$ cat config.mk
export PLATFORM = sky130hd
export DESIGN_NAME = bp_be_fe_queue_ckpt
export DESIGN_NICKNAME = d
export VERILOG_FILES = /design/src/rtl/bp_be_pkg.sv /design/src/rtl/bp_be_fe_queue_ptr.sv /design/src/rtl/bsg_mem_1r1w.sv /design/src/rtl/bp_be_fe_queue_ckpt.sv
export SDC_FILE = /design/constraint.sdc
export NUM_CORES = 1
export LEC_CHECK = 0
export BUFFER_PORTS_ARGS = -buffer_cell sky130_fd_sc_hd__buf_2
export CAP_MARGIN = 20
export CELL_PAD_IN_SITES_DETAIL_PLACEMENT = 0
export CELL_PAD_IN_SITES_GLOBAL_PLACEMENT = 1
export CORE_MARGIN = 2
export CORE_UTILIZATION = 40
export DETAILED_ROUTE_END_ITERATION = 8
export PLACE_DENSITY = 0.72
export SETUP_SLACK_MARGIN = 0.3
export SKIP_LAST_GASP = 1
export SLEW_MARGIN = 20
export SYNTH_ARGS = -nofsm -noshare
export SYNTH_HDL_FRONTEND = slang
export SYNTH_SLANG_ARGS = --single-unit
$ cat constraint.sdc
create_clock -name clk_i -period 5.6 [get_ports clk_i]
set_input_delay 0.56 -clock clk_i [delete_from_list [all_inputs] [get_ports clk_i]]
set_output_delay 0.56 -clock clk_i [all_outputs]
set_load 0.05 [all_outputs]
$ cat src/rtl/bp_be_pkg.sv
// Shared BE definitions: FE-queue pointer type and helpers.
package bp_be_pkg;

    localparam int unsigned fe_queue_els_gp       = 8;
    localparam int unsigned fe_queue_idx_width_gp = $clog2(fe_queue_els_gp);
    localparam int unsigned fe_queue_ptr_width_gp = fe_queue_idx_width_gp + 1;

    // The wrap bit sits above the index, so a plain +1 toggles it on each wrap.
    typedef struct packed {
        logic                             wrap;
        logic [fe_queue_idx_width_gp-1:0] idx;
    } bp_be_fe_queue_ptr_s;

    function automatic logic bp_be_fe_queue_full(input bp_be_fe_queue_ptr_s cptr,
                                                 input bp_be_fe_queue_ptr_s wptr);
        return (cptr.idx == wptr.idx) && (cptr.wrap != wptr.wrap);
    endfunction

    function automatic bp_be_fe_queue_ptr_s bp_be_fe_queue_ptr_inc(input bp_be_fe_queue_ptr_s p);
        logic [fe_queue_ptr_width_gp-1:0] t;
        t = p;
        return t + fe_queue_ptr_width_gp'(1);
    endfunction

endpackage

$ cat src/rtl/bp_be_fe_queue_ptr.sv
// FE-queue pointer register; load has priority over increment.
module bp_be_fe_queue_ptr
    import bp_be_pkg::*;
(
    input  logic                clk_i,
    input  logic                reset_n_i,
    input  logic                inc_i,
    input  logic                load_i,
    input  bp_be_fe_queue_ptr_s load_val_i,
    output bp_be_fe_queue_ptr_s ptr_o
);

    bp_be_fe_queue_ptr_s ptr_d, ptr_q;

    always_comb begin
        ptr_d = ptr_q;
        if (load_i) begin
            ptr_d = load_val_i;
        end else if (inc_i) begin
            ptr_d = bp_be_fe_queue_ptr_inc(ptr_q);
        end
    end

    always_ff @(posedge clk_i or negedge reset_n_i) begin
        if (!reset_n_i) begin
            ptr_q <= '0;
        end else begin
            ptr_q <= ptr_d;
        end
    end

    assign ptr_o = ptr_q;

endmodule

$ cat src/rtl/bsg_mem_1r1w.sv
// 1-write / 1-async-read register-file storage; contents are not reset.
module bsg_mem_1r1w #(
    parameter int unsigned width_p       = 64,
    parameter int unsigned els_p         = 8,
    parameter int unsigned addr_width_lp = $clog2(els_p)
) (
    input  logic                     w_clk_i,
    input  logic                     w_v_i,
    input  logic [addr_width_lp-1:0] w_addr_i,
    input  logic [width_p-1:0]       w_data_i,
    input  logic [addr_width_lp-1:0] r_addr_i,
    output logic [width_p-1:0]       r_data_o
);

    logic [width_p-1:0] mem_q [els_p];

    always_ff @(posedge w_clk_i) begin
        if (w_v_i) begin
            mem_q[w_addr_i] <= w_data_i;
        end
    end

    assign r_data_o = mem_q[r_addr_i];

endmodule

$ cat src/rtl/bp_be_fe_queue_ckpt.sv
// Checkpointed FE->BE queue with write, speculative-read and commit pointers.
// Optional same-cycle bypass when empty: define BP_BE_FE_QUEUE_BYPASS_EN.
module bp_be_fe_queue_ckpt
    import bp_be_pkg::*;
#(
    parameter int unsigned width_p = 64,
    parameter int unsigned els_p   = fe_queue_els_gp
) (
    input  logic               clk_i,
    input  logic               reset_n_i,
    input  logic [width_p-1:0] data_i,
    input  logic               v_i,
    output logic               ready_o,
    output logic [width_p-1:0] data_o,
    output logic               v_o,
    input  logic               yumi_i,
    input  logic               roll_i,
    input  logic               deq_i,
    input  logic               clr_i
);

    if (els_p != fe_queue_els_gp) begin : g_bad_els
        $error("els_p must match bp_be_pkg::fe_queue_els_gp");
    end

    bp_be_fe_queue_ptr_s wptr, rptr, cptr;
    bp_be_fe_queue_ptr_s cptr_next, rptr_next;
    logic                empty, full, enq, yumi_eff;
    logic [width_p-1:0]  mem_data;

    assign full     = bp_be_fe_queue_full(cptr, wptr);
    assign empty    = (rptr == wptr);
    assign ready_o  = ~full;
    // clr drops a same-cycle enqueue; roll swallows a same-cycle yumi.
    assign enq      = v_i & ~full & ~clr_i;
    assign yumi_eff = yumi_i & ~roll_i;

    assign cptr_next = deq_i ? bp_be_fe_queue_ptr_inc(cptr) : cptr;
    assign rptr_next = roll_i   ? cptr_next
                     : yumi_eff ? bp_be_fe_queue_ptr_inc(rptr)
                     : rptr;

    bp_be_fe_queue_ptr u_wptr (
        .clk_i      (clk_i),
        .reset_n_i  (reset_n_i),
        .inc_i      (enq),
        .load_i     (clr_i),
        .load_val_i (rptr_next),
        .ptr_o      (wptr)
    );

    bp_be_fe_queue_ptr u_rptr (
        .clk_i      (clk_i),
        .reset_n_i  (reset_n_i),
        .inc_i      (yumi_eff),
        .load_i     (roll_i),
        .load_val_i (cptr_next),
        .ptr_o      (rptr)
    );

    bp_be_fe_queue_ptr u_cptr (
        .clk_i      (clk_i),
        .reset_n_i  (reset_n_i),
        .inc_i      (deq_i),
        .load_i     (1'b0),
        .load_val_i ('0),
        .ptr_o      (cptr)
    );

    bsg_mem_1r1w #(
        .width_p (width_p),
        .els_p   (els_p)
    ) u_mem (
        .w_clk_i  (clk_i),
        .w_v_i    (enq),
        .w_addr_i (wptr.idx),
        .w_data_i (data_i),
        .r_addr_i (rptr.idx),
        .r_data_o (mem_data)
    );

`ifdef BP_BE_FE_QUEUE_BYPASS_EN
    logic bypass_v;
    // A bypassed packet is still written at wptr, so a later roll can replay it.
    assign bypass_v = empty & ~full & v_i & ~roll_i & ~clr_i;

    always_comb begin
        v_o    = ~empty | bypass_v;
        data_o = '0;
        if (!empty) begin
            data_o = mem_data;
        end else if (bypass_v) begin
            data_o = data_i;
        end
    end
`else
    always_comb begin
        v_o    = ~empty;
        data_o = empty ? '0 : mem_data;
    end
`endif

    a_yumi_needs_v : assert property (@(posedge clk_i) disable iff (!reset_n_i)
        yumi_i |-> v_o);
    a_deq_needs_read : assert property (@(posedge clk_i) disable iff (!reset_n_i)
        deq_i |-> (cptr != rptr));

endmodule
## After elaboration in Yosys (flattened, before gate mapping)

Memories as Yosys holds them, arrays and structs flattened.
Cells that the tools add are included.

- Register bits after elaboration: 12
- Memory bits (writable): 512
- Output and inout port bits: 66
- Memories: 1

- Add/sub/neg operators: 3
- Equality and inequality tests: 3
- Muxes and demuxes: 8
- Bitwise operators: 7
- Reduce and logical (&&, ||, !) cells: 2

Memory list:

| memory | words | width | rd ports | clocked after memory_dff | wr ports | RTL line | text |
|---|---|---|---|---|---|---|---|
| u_mem.mem_q | 8 | 64 | 1 | 0 | 1 | bsg_mem_1r1w.sv:15 | `logic [width_p-1:0] mem_q [els_p];` |

Operator list:

| kind | count |
|---|---|
| $mux W64 | 1 |
| $mux W4 | 5 |
| $add A4 B1 Y4 const B | 3 |
| $eq A4 B4 Y1 | 1 |
| $not A1 Y1 | 4 |
| $and A1 B1 Y1 | 3 |
| $eq A3 B3 Y1 | 1 |
| $mux W1 | 2 |
| $reduce_bool A2 Y1 | 1 |
| $logic_and A1 B1 Y1 | 1 |
| $ne A1 B1 Y1 | 1 |

## Depth between registers and ports, before layout

- Word-level depth: 7
- Depth in mapped cells: 7
- Depth with buffers taken out: 5

## Modules after synthesis

A second synthesis with hierarchy kept.

- Cell total of the unflattened synthesis: 910
- Area total of the unflattened synthesis: 20,603.5 µm²

Modules (own cells, without submodules):

| module | instances | cells an instance | area each (µm²) |
|---|---|---|---|
| bsg_mem_1r1w | 1 | 752 | 19,266.0 |
| bp_be_fe_queue_ckpt | 1 | 104 | 729.4 |
| bp_be_fe_queue_ptr | 3 | 18 | 202.7 |

## Least setup slack after synthesis

Ideal clock, no wire load.

- Path kind: register to register
- Start: reg u_wptr.ptr_q (netlist bit u_wptr.ptr_o[0])
- End: mem u_mem.mem_q[2][0], enable pin
- Library setup time: 0.565 ns
- Data arrival time: 5.751 ns
- Data required time: 5.035 ns
- Setup slack: -0.716 ns
- Stages on the path, launching flop included: 6
- Path buffers: 1
- Period minus slack after synthesis: 6.316 ns
- Cell sequence: dfrtp_1 buf_2 xnor2_1 nand4_1 nand2_1 nor3_1

- Word-level cells in the longest chain between the ends: 7

Ends and longest elaborated chain:

| item | RTL line | text |
|---|---|---|
| start: declaration | bp_be_fe_queue_ptr.sv:13 | `bp_be_fe_queue_ptr_s ptr_d, ptr_q;` |
| start signal: assignment | bp_be_fe_queue_ptr.sv:28 | `ptr_q <= ptr_d;` |
| $eq A3 B3 Y1 | bp_be_pkg.sv:16 | `return (cptr.idx == wptr.idx) && (cptr.wrap != wptr.wrap);` |
| $logic_and A1 B1 Y1 | bp_be_pkg.sv:16 |  |
| $not A1 Y1 | n/a |  |
| via ready_o | bp_be_fe_queue_ckpt.sv:13 | `output logic ready_o,` |
| $and A1 B1 Y1 (2 in a row) | bp_be_fe_queue_ckpt.sv:35 | `assign enq = v_i & ~full & ~clr_i;` |
| $mux W1 | bsg_mem_1r1w.sv:18 | `if (w_v_i) begin` |
| $mux W1 (not written as such) | bsg_mem_1r1w.sv:19 | `mem_q[w_addr_i] <= w_data_i;` |
| end: declaration | bsg_mem_1r1w.sv:15 |  |

The timed path passes the listed nets, and every way through them passes these cells.

## Worst setup path in the final report

- Start: reg u_rptr.ptr_q (netlist bit u_rptr.ptr_o[0])
- End: out data_o[3]

- Word-level cells in the longest chain between the ends: 2

Ends and longest elaborated chain:

| item | RTL line | text |
|---|---|---|
| start: declaration | bp_be_fe_queue_ptr.sv:13 |  |
| start signal: assignment | bp_be_fe_queue_ptr.sv:28 |  |
| $mem_v2 Z8 W64 / $eq A4 B4 Y1 (equally long branches) | n/a |  |
| $mux W64 * | bp_be_fe_queue_ckpt.sv:99 | `data_o = empty ? '0 : mem_data;` |
| end: declaration | bp_be_fe_queue_ckpt.sv:14 | `output logic [width_p-1:0] data_o,` |

Mark *: on every way between the ends. The rest lies on a longest branch, timed or not.

==> reports/metrics.cfg <==
[status]
run_status=finished, final reports clean

[floorplan]
chipHeight_um=229
die_area_sq_um=52400
starting_density_of_the_core=0.404
placeableCoreArea_sq_um=50100
die_width_um=229
ioPinCount=137
rows=82

[placement]
place.port_buffers=136
detailed_place_hpwl_um=22500
globalplace.congestion=0.685
preCtsSetupSlack_ns=2.21
postPlaceCellArea_sq_um=21800
place_inst=1679

[flow_run]
drv.max_cap_violation_count=0

[clock_network]
clock_transition_at_the_registers_of_the_reported_paths_ns=0.06
tritoncts_num_sinks=524
cts_setup_buffers=0
cts.htree.levels=2
tritoncts=done
cts_made_buffers=52
clockRootBuffer=clkbuf_16
clock_tree.buffer_depth=3
clk_latency_ns=0.59

[final_layout]
synthToLayoutAreaGrowth_pct=15.9
postLayoutCellArea_sq_um=23400
post_route_cells_drive_above_1_share=0.340
layoutNonFillerInstCount=1778
fill_cells=4220
final_util=0.468
number_of_nets_at_the_end_of_the_flow=1137

[routing]
route.detailed.drc=0
drt_iter0_markers=739
dr_total_vias=9192
detail_route.wl_per_cell_um=22.6
via_per_inst=5.17
wl_met3_um=1910
dr.max_layer_used=met5
drt-pass1-iter-count=5
met1_length_um=18100
met2WireLength_um=19100
remaining_antenna_violation_count=0
routed_wl_um=40200

[power]
power.leakage_nw=7.77
irDropWorstVdd_mv=0.446
power_density_nw_per_um2=569
report.power.total_mw=13.3

[timing]
setup_ws_ns=1.79
setup_total_negative_slack_ns=0
finalMaxSlewViolations=0
finClkSkew_ns=0.0217
relSlewSlack=0.289
timing_hold_violations_final=0
period_share=0.681
grt_setup_unrepaired=no
timing_worst_slew_pin_value_ns=1.07
holdWs_ns=0.243
max_freq_mhz=262
period_minus_slack_ns=3.81
report.final.setup_viol=0

[grt]
first_global_vias=9633
number_of_antenna_violations_at_the_first_check_in_global_routing=8
largest_net_degree_at_the_start_of_global_routing=65
grt_use_total=0.155
grt-ovfl-total=0
wire_length_of_the_first_global_routing_pass_um=60900

[critical_path]
critical_path.reg2reg.startpoint=u_wptr.ptr_o[0]
regToRegSetupSlack_ns=2.32
cp.required_ns=5.04
critical_path_class=reg -> out
worstPathArrival_ns=3.25
cp-end-kind=primary output
timing.critical_path.from=u_rptr.ptr_o[0]
reg2regPathDepth=5
rr_endpoint=u_mem.mem_q[5][31]
worstSetupStartpointType=flip-flop
crit_path_max_fanout=46

[synthesis]
synthCells=893
synth_area_per_cell_sq_um=22.6
netlist-cell-type-count=28
synth_fp_nets=967
synth_seq_area_share=0.775
yosysWarningCount=0
netlist_area_sq_um=20200
synth-seq-cells=524

[worst_hold_path]
number_of_instances_on_the_worst_hold_path=1
hold_path_end=u_mem.mem_q[7][45]
hold_path.startpoint=data_i[45]
hp-class=in -> reg

[worst max-delay path by stage]
stage | endpoint | slack (ns) | cells after the start
2_1_floorplan | u_mem.mem_q[0][0] | 0.99 | 5
3_3_place_gp | data_o[3] | 2.25 | 5
3_5_place_dp | u_mem.mem_q[5][16] | 2.21 | 5
4_1_cts | data_o[3] | 1.61 | 5
5_1_grt | data_o[3] | 1.45 | 5
6_report | data_o[3] | 1.79 | 5
[cells in the mapped netlist (all sizes together)]
master | n | area share
dfrtp | 12 | 0.015
mux2i | 66 | 0.033
xor2 | 11 | 0.0048
clkbuf | 3 | 0.00056
mux4 | 128 | 0.14
xnor2 | 6 | 0.0026
nor3 | 2 | 0.00050
ha | 3 | 0.0019
a41oi | 3 | 0.0013
nand2 | 7 | 0.0013
o21ai | 2 | 0.00049
nand4 | 5 | 0.0015
buf | 45 | 0.015
nor2 | 71 | 0.013
nand3b | 1 | 0.00037
mux2 | 5 | 0.0028
inv | 4 | 0.00074
nand3 | 2 | 0.00050
a21oi | 1 | 0.00025
or3 | 1 | 0.00031
nand2b | 1 | 0.00031
a2bb2oi | 1 | 0.00043
nor4 | 1 | 0.00031
edfxtp | 512 | 0.76
[layer usage]
metal,GRT usage,up-vias
met4,0.0513,10
met5,0,-
met3,0.0347,73
met1,0.218,4882
li1,-,4043
met2,0.243,184
[sequential cells by signal (all words and copies together), names as in the netlist]
signal / flops
u_mem.mem_q: 512
u_wptr.ptr_o: 4
u_cptr.ptr_o: 4
u_rptr.ptr_o: 4
[placed cells by master (no fill, tap or decap), drive strengths merged, types with 5 or more instances in the layout]
| cell | n |
|---|---|
| nand4 | 5 |
| clkbuf | 68 |
| edfxtp | 512 |
| dfrtp | 12 |
| buf | 163 |
| xnor2 | 6 |
| mux2 | 5 |
| mux4 | 128 |
| clkinv | 22 |
| mux2i | 66 |
| inv | 7 |
| xor2 | 11 |
| nor2 | 71 |
| nand2 | 7 |
[where the power goes]
part | switching (mW) | internal (mW)
clock | 1.40 | 1.84
combinational | 3.36 | 1.69
sequential | 0.358 | 4.68
total | 5.12 | 8.20
[what timing repair did]
action | 4_1_cts | 5_1_grt
setup endpoints to repair | 0 | 0
resized for setup | 0 | 0
hold buffers | 1 | 0
hold endpoints to repair | 12 | 0
[kinds of logic after synthesis]
logic type               count (synthesis)  synth area share
AO/OA/AOI/OAI                            7           0.00248
XOR/XNOR                                17           0.00736
adder cells (fa/ha/maj)                  3           0.00186
buffers and inverters                   52            0.0166
flip-flops                             524             0.775
multiplexers                           199             0.178
AND/OR/NAND/NOR                         91            0.0183
[final cells by class]
cell class | count | area (sq um) | area share
diodes | 2 | 5.00 | 0.000214
clock buffers | 68 | 1390 | 0.0594
clock inverters | 27 | 190 | 0.00812
inverters | 4 | 15.0 | 0.000641
multi-input cells | 317 | 4280 | 0.183
flip-flops and latches | 524 | 15700 | 0.670
well taps | 672 | 841 | 0.0359
repair buffers | 164 | 1020 | 0.0434
[worst max-delay path, stage by stage, from the launching register on]
cell and delay [ns]:
dfrtp_4 0.97, xor2_1 0.16, nor4_2 0.38, buf_4 0.60
nor2_1 0.26, buf_2 0.28
Power figures use the tool's default switching activity.
